[config.mk]
export PLATFORM = sky130hd
export DESIGN_NAME = aes_v3_seq_flat
export DESIGN_NICKNAME = d
export VERILOG_FILES = /design/src/rtl/aes_v3_pkg.sv /design/src/rtl/aes_v3_seq_if.sv /design/src/rtl/aes_sbox.sv /design/src/rtl/aes_v3_lane.sv /design/src/rtl/aes_v3_seq.sv /design/src/flat_wrapper.sv
export SDC_FILE = /design/constraint.sdc
export NUM_CORES = 1
export LEC_CHECK = 0
export ABC_CLOCK_PERIOD_IN_PS = 23000
export BUFFER_PORTS_ARGS = -buffer_cell sky130_fd_sc_hd__buf_4
export CORE_MARGIN = 8
export CORE_UTILIZATION = 45
export DETAILED_ROUTE_END_ITERATION = 12
export HOLD_SLACK_MARGIN = 0.03
export PLACE_DENSITY_LB_ADDON = 0.08
export SETUP_SLACK_MARGIN = 0.5
export SLEW_MARGIN = 20
export SYNTH_ARGS = -nofsm -noshare
export SYNTH_HDL_FRONTEND = slang
export SYNTH_SLANG_ARGS = --single-unit
export TNS_END_PERCENT = 30
[constraint.sdc]
create_clock -name g_clk -period 23 [get_ports g_clk]
set_clock_uncertainty 0.2 [all_clocks]
set_input_delay 4.6 -clock g_clk [delete_from_list [all_inputs] [get_ports g_clk]]
set_output_delay 4.6 -clock g_clk [all_outputs]
set_load 0.05 [all_outputs]
[src/rtl/aes_v3_pkg.sv]
// aes_v3_pkg: GF(2^8) arithmetic, (Inv)MixColumn coefficients, operand bundle and FSM
// encoding shared by the sequential saes.v3 unit.
package aes_v3_pkg;

    typedef enum logic [1:0] {StIdle, StBusy, StDone} aes_v3_state_e;

    typedef struct packed {
        logic        dec;
        logic        mix;
        logic        word;
        logic [1:0]  bs;
        logic [31:0] rs1;
        logic [31:0] rs2;
    } aes_v3_op_t;

    // Coefficients per column byte, most significant byte first.
    localparam logic [15:0] MixEncCoef = {4'd3, 4'd1, 4'd1, 4'd2};
    localparam logic [15:0] MixDecCoef = {4'd11, 4'd13, 4'd9, 4'd14};

    // a^254 is the multiplicative inverse in GF(2^8), and maps 0 to 0.
    localparam logic [7:0] InvExp = 8'hFE;

    function automatic bit sboxes_legal(input int unsigned n);
        return (n == 1) || (n == 2) || (n == 4);
    endfunction

    function automatic logic [7:0] xt2(input logic [7:0] a);
        return {a[6:0], 1'b0} ^ (a[7] ? 8'h1B : 8'h00);
    endfunction

    function automatic logic [7:0] gf_mul(input logic [7:0] a, input logic [7:0] b);
        logic [7:0] r;
        logic [7:0] p;
        r = 8'h00;
        p = a;
        for (int i = 0; i < 8; i++) begin
            if (b[i]) r = r ^ p;
            p = xt2(p);
        end
        return r;
    endfunction

    function automatic logic [7:0] xtn(input logic [7:0] a, input logic [3:0] n);
        return gf_mul(a, {4'h0, n});
    endfunction

    function automatic logic [7:0] gf_inv(input logic [7:0] a);
        logic [7:0] r;
        logic [7:0] p;
        r = 8'h01;
        p = a;
        for (int i = 0; i < 8; i++) begin
            if (InvExp[i]) r = gf_mul(r, p);
            p = gf_mul(p, p);
        end
        return r;
    endfunction

endpackage

[src/rtl/aes_v3_seq_if.sv]
// aes_v3_seq_if: valid/ready request and result bundle between the crypto FU and aes_v3_seq.
interface aes_v3_seq_if;
    logic        valid;
    logic        dec;
    logic        mix;
    logic        word;
    logic [31:0] rs1;
    logic [31:0] rs2;
    logic [1:0]  bs;
    logic [31:0] rd;
    logic        ready;

    modport master (output valid, dec, mix, word, rs1, rs2, bs, input rd, ready);
    modport slave  (input valid, dec, mix, word, rs1, rs2, bs, output rd, ready);
endinterface

[src/rtl/aes_sbox.sv]
// aes_sbox: forward / inverse AES S-box computed as GF(2^8) inversion plus affine map.
module aes_sbox
    import aes_v3_pkg::*;
(
    input  logic [7:0] din,
    input  logic       inv,
    output logic [7:0] dout
);
    logic [7:0] inv_aff;
    logic [7:0] pre;
    logic [7:0] fwd_aff;

    always_comb begin
        inv_aff = {din[6:0], din[7]} ^ {din[4:0], din[7:5]} ^ {din[1:0], din[7:2]} ^ 8'h05;
        pre     = gf_inv(inv ? inv_aff : din);
        fwd_aff = pre ^ {pre[6:0], pre[7]} ^ {pre[5:0], pre[7:6]} ^ {pre[4:0], pre[7:5]}
                ^ {pre[3:0], pre[7:4]} ^ 8'h63;
        dout    = inv ? pre : fwd_aff;
    end
endmodule

[src/rtl/aes_v3_lane.sv]
// aes_v3_lane: one S-box lane -- substitute, optional (Inv)MixColumn column, rotate into place.
module aes_v3_lane
    import aes_v3_pkg::*;
(
    input  logic        en,
    input  logic        dec,
    input  logic        mix,
    input  logic [7:0]  b,
    input  logic [1:0]  idx,
    output logic [31:0] m
);
    logic [7:0]  s;
    logic [15:0] coef;
    logic [31:0] col;

    aes_sbox u_sbox (
        .din  (b),
        .inv  (dec),
        .dout (s)
    );

    always_comb begin
        coef = dec ? MixDecCoef : MixEncCoef;
        col  = {24'h0, s};
        if (mix) begin
            col = {xtn(s, coef[15:12]), xtn(s, coef[11:8]), xtn(s, coef[7:4]), xtn(s, coef[3:0])};
        end
        m = '0;
        if (en) begin
            case (idx)
                2'd0: m = col;
                2'd1: m = {col[23:0], col[31:24]};
                2'd2: m = {col[15:0], col[31:16]};
                2'd3: m = {col[7:0], col[31:8]};
                default: m = '0;
            endcase
        end
    end
endmodule

[src/rtl/aes_v3_seq.sv]
// aes_v3_seq: sequential saes.v3 encs/encm/decs/decm, byte or full-word, over SBOXES shared lanes.
// Optional AES_V3_SEQ_RDCLR_EN: rd reads zero outside the ready cycle, operands wiped in IDLE.
module aes_v3_seq
    import aes_v3_pkg::*;
#(
    parameter int unsigned SBOXES = 1
) (
    input logic         g_clk,
    input logic         g_resetn,
    aes_v3_seq_if.slave bus
);
    // Illegal lane counts fall back to a single lane rather than building a broken schedule.
    localparam int unsigned Lanes   = sboxes_legal(SBOXES) ? SBOXES : 32'd1;
    localparam logic [1:0]  LastCnt = 2'(4 / Lanes - 1);

    aes_v3_state_e state_q, state_d;
    logic [1:0]    cnt_q, cnt_d;
    logic [31:0]   acc_q, acc_d;
    logic [31:0]   rd_q, rd_d;
    logic          ready_q, ready_d;
    aes_v3_op_t    op_q, op_d, op_idle;

    logic [Lanes-1:0] lane_en;
    logic [7:0]       lane_b   [Lanes];
    logic [1:0]       lane_idx [Lanes];
    logic [31:0]      lane_m   [Lanes];
    logic [31:0]      lane_xor;

`ifdef AES_V3_SEQ_RDCLR_EN
    assign op_idle = '0;
    assign bus.rd  = ready_q ? rd_q : '0;
`else
    assign op_idle = op_q;
    assign bus.rd  = rd_q;
`endif
    assign bus.ready = ready_q;

    // Byte mode drives only lane 0 with byte bs; word mode walks cnt*Lanes+k.
    always_comb begin
        for (int k = 0; k < Lanes; k++) begin
            lane_idx[k] = op_q.word ? 2'(cnt_q * 2'(Lanes) + 2'(k)) : op_q.bs;
            lane_b[k]   = op_q.rs1[8*lane_idx[k] +: 8];
            lane_en[k]  = op_q.word || (k == 0);
        end
    end

    for (genvar k = 0; k < Lanes; k++) begin : g_lane
        aes_v3_lane u_lane (
            .en  (lane_en[k]),
            .dec (op_q.dec),
            .mix (op_q.mix),
            .b   (lane_b[k]),
            .idx (lane_idx[k]),
            .m   (lane_m[k])
        );
    end

    always_comb begin
        lane_xor = '0;
        for (int k = 0; k < Lanes; k++) begin
            lane_xor = lane_xor ^ lane_m[k];
        end
    end

    always_comb begin
        state_d = state_q;
        cnt_d   = cnt_q;
        acc_d   = acc_q;
        op_d    = op_q;
        rd_d    = rd_q;
        ready_d = 1'b0;
        case (state_q)
            StIdle: begin
                if (bus.valid) begin
                    op_d    = '{dec: bus.dec, mix: bus.mix, word: bus.word, bs: bus.bs,
                                rs1: bus.rs1, rs2: bus.rs2};
                    acc_d   = '0;
                    cnt_d   = '0;
                    state_d = StBusy;
                end
            end
            StBusy: begin
                if (!bus.valid) begin
                    state_d = StIdle;
                    op_d    = op_idle;
                end else begin
                    acc_d = acc_q ^ lane_xor;
                    if (!op_q.word || cnt_q == LastCnt) begin
                        rd_d    = acc_d ^ op_q.rs2;
                        ready_d = 1'b1;
                        state_d = StDone;
                    end else begin
                        cnt_d = cnt_q + 2'd1;
                    end
                end
            end
            StDone: begin
                state_d = StIdle;
                op_d    = op_idle;
            end
            default: state_d = StIdle;
        endcase
    end

    always_ff @(posedge g_clk or negedge g_resetn) begin
        if (!g_resetn) begin
            state_q <= StIdle;
            cnt_q   <= '0;
            acc_q   <= '0;
            op_q    <= '0;
            rd_q    <= '0;
            ready_q <= 1'b0;
        end else begin
            state_q <= state_d;
            cnt_q   <= cnt_d;
            acc_q   <= acc_d;
            op_q    <= op_d;
            rd_q    <= rd_d;
            ready_q <= ready_d;
        end
    end
endmodule

[src/flat_wrapper.sv]
// flat-port wrapper written by rule: the top's interface ports become plain ports
module aes_v3_seq_flat import aes_v3_pkg::*;
#(
    parameter int unsigned SBOXES = 1
)
  (g_clk, g_resetn, bus_valid, bus_dec, bus_mix, bus_word, bus_rs1, bus_rs2, bus_bs, bus_rd, bus_ready);
  aes_v3_seq_if bus_i ();
  input logic g_clk;
  input logic g_resetn;
  input wire logic [$bits(bus_i.valid)-1:0] bus_valid;
  input wire logic [$bits(bus_i.dec)-1:0] bus_dec;
  input wire logic [$bits(bus_i.mix)-1:0] bus_mix;
  input wire logic [$bits(bus_i.word)-1:0] bus_word;
  input wire logic [$bits(bus_i.rs1)-1:0] bus_rs1;
  input wire logic [$bits(bus_i.rs2)-1:0] bus_rs2;
  input wire logic [$bits(bus_i.bs)-1:0] bus_bs;
  output wire logic [$bits(bus_i.rd)-1:0] bus_rd;
  output wire logic [$bits(bus_i.ready)-1:0] bus_ready;
  assign bus_i.valid = bus_valid;
  assign bus_i.dec = bus_dec;
  assign bus_i.mix = bus_mix;
  assign bus_i.word = bus_word;
  assign bus_i.rs1 = bus_rs1;
  assign bus_i.rs2 = bus_rs2;
  assign bus_i.bs = bus_bs;
  assign bus_rd = bus_i.rd;
  assign bus_ready = bus_i.ready;
  aes_v3_seq #(.SBOXES(SBOXES)) u_core (.g_clk(g_clk), .g_resetn(g_resetn), .bus(bus_i));
endmodule
==> impl_metrics.tcl <==
set metrics [dict create \
    rrSetupSlack_ps 2020 \
    antenna_left 0 \
    worst_slack_ps 2020 \
    hold_depth 1 \
    synth.area.top_cells "xnor2_1, dfrtp_1, xnor3_1, xor2_1, nor2_1" \
    port_buffers 104 \
    root_buffer "clkbuf_16" \
    netlist.area_leader.share_pct 16.3 \
    placementRows 87 \
    layout-drive-gt1-share_pct 14.5 \
    wl_per_cell_um 19.9 \
    timing.critical_path.mode_cell "xnor3_1" \
    cts_tree "yes" \
    io_pins 105 \
    crit_path_top_delay_cell "mux4_2" \
    finalCriticalPeriod_ps 20980 \
    outcome "finished, final reports clean" \
    gp_congestion 0.888 \
    cp_max_fo 58 \
    syn2layout_area_growth_pct 8.68 \
    antenna_cells 0 \
    ys_ff_latch 138 \
    cap_violations 0 \
    synthArstFlopShare_pct 100 \
    yosys_warnings 0 \
    synth_cell_types 113 \
    tns_ps 0 \
    clk_latency_ps 430 \
    finalHoldViolations 0 \
    grt_max_degree 81 \
    routed_wl_um 76800 \
    cts_buffer_depth 2 \
    crit_type "reg -> reg" \
    first_iter_violations 1883 \
    period_share_pct 91.2 \
    drc 0 \
    synth_area_um2 25400 \
    grt_first_pass_wirelength_um 124000 \
    synth_nets 3175 \
    syn_avg_cell_area_um2 8.19 \
    hold_class "reg -> reg" \
    coreArea_um2 56100 \
    synth_cells 3095 \
    yosysSeqAreaShare_pct 13.6 \
    via_per_inst 5.88 \
    die_w_um 253 \
    slowest_delay_ps 660 \
    cts_inserted_buffers 17 \
    cts-hold-fix-buffers 0 \
    synth.largest_area_cell "xnor2_1" \
    setup_viol 0 \
    relSlewSlack_pct 28.0 \
    ys.flop_type "dfrtp_1" \
    first_pass_iters 5 \
    die_h_um 253 \
    hold_slack_ps 273 \
    initial_core_util_pct 45.2 \
    grt_overflow 0 \
    grt_pass1_vias 21787 \
    grt_setup_unrepaired "false" \
    start_kind "flop" \
    end_kind "flop" \
    die_area_um2 64200 \
    grt_util_all_layers_pct 23.4 \
    cts_max_level 4 \
    crit_arrival_ps 21100 \
    fin_nets 3174 \
    via_count 22704 \
    cts.clk_slew.worst_paths_ps 70 \
    grt_antenna_before_repair 0 \
    cts_sinks 138 \
    max_freq_mhz 47.7 \
    dpl.hpwl_um 56100 \
    synth_edf_count 0 \
    r2r_cells 66 \
    tightest_slew_ps 1080 \
    drv_slew 0 \
    worst_ep_required_time_ps 23120 \
    post-place-ws_ps 1240 \
]
[final cells by class]
cell class	count	area [um2]
fillers	5410	28500
inverters	35	131
flip-flops and latches	138	3450
well taps	756	946
clock inverters	13	166
repair buffers	193	1470
multi-input cells	2709	21000
clock buffers	19	433
[cells in the mapped netlist, types with 16 or more instances]
library cell and count:
a211oi_1 32, a21oi_1 131, a221o_1 23, a22oi_1 16, a31oi_1 26, and2_1 25
and3_1 19, buf_2 47, buf_4 29, clkbuf_1 124, dfrtp_1 138, inv_1 29
mux2_2 81, mux2i_1 120, nand2_1 344, nand3_1 80, nor2_1 373, nor3_1 85
o211ai_1 39, o21ai_0 106, o21ai_1 58, o22ai_1 29, o31ai_1 19, xnor2_1 472
xnor2_2 38, xnor3_1 91, xor2_1 162, xor3_1 16
[sequential cells by signal (all words and copies together) (netlist names)]
| register | cells |
|---|---|
| u_core.state_q | 2 |
| u_core.bus.rd | 32 |
| u_core.op_idle | 69 |
| u_core.cnt_q | 2 |
| u_core.bus.ready | 1 |
| u_core.acc_q | 32 |
[kinds of logic after synthesis]
kind of cell | after synthesis | share of synthesized area, %
mux | 218 | 9.48
fa+ha+maj | 10 | 0.474
buf+inv | 248 | 4.47
compound gates | 655 | 17.5
simple gates | 1013 | 17.3
xor+xnor | 813 | 37.1
flops | 138 | 13.6
[metrics by stage]
| stage | instances | area [um2] | utilization [%] |
|---|---|---|---|
| after floorplan | 3095 | 25400 | - |
| after global placement | 3829 | 26900 | 47.9 |
| after detailed placement | 3829 | 26900 | 47.9 |
| final | 3863 | 27600 | 49.2 |
| after CTS | 3861 | 27500 | 49.0 |
| after global routing | 3863 | 27600 | 49.2 |
[final timing paths]
kind,start,end
min reg2reg,u_core.state_q[1],u_core.cnt_q[1]
min in group asynchronous,g_resetn,u_core.bus.rd[10]
max in group asynchronous,g_resetn,u_core.op_idle[52]
min,u_core.state_q[1],u_core.cnt_q[1]
max reg2reg,u_core.op_idle[66],u_core.acc_q[5]
max,u_core.op_idle[66],u_core.acc_q[5]
[placed cells by master (no fill, tap or decap), types with 17 or more instances in the layout]
cell       count
o31ai_1       19
o21ai_1       58
nor3_1        85
xnor3_1       91
nand2_1      343
buf_4        191
nor2_1       372
a221o_1       23
xnor2_1      461
o21ai_0      106
mux2_2        81
o211ai_1      39
a21oi_1      130
xnor2_2       47
mux2i_1      118
o22ai_1       29
and2_1        25
a211oi_1      32
inv_1         29
clkbuf_16     17
dfrtp_1      137
xor2_1       159
a31oi_1       26
and3_1        19
nand3_1       79
[critical path: cells and delay by family, from the launching register on]
family	cells	cell delay [ps]
adder cells (fa/ha/maj)	4	1620
flip-flops	1	540
buffers and inverters	5	990
AND/OR/NAND/NOR	12	2400
AO/OA/AOI/OAI	13	3170
XOR/XNOR	26	9510
multiplexers	6	2360
[metal layers]
layer,global-route usage (%),vias up,share of wire (%)
li1,-,10886,-
met1,33.9,11085,47
met2,37.9,684,47
met3,2.35,49,5.4
met4,3.58,0,0.85
met5,0,-,0
[what timing repair did]
action,CTS,global route
hold endpoints to repair,0,0
buffers inserted,0,2
resized for setup,0,8
setup endpoints to repair,0,64
Power is not shown: default switching activity piles up to over one toggle a cycle in this logic, so the estimate is an artifact.
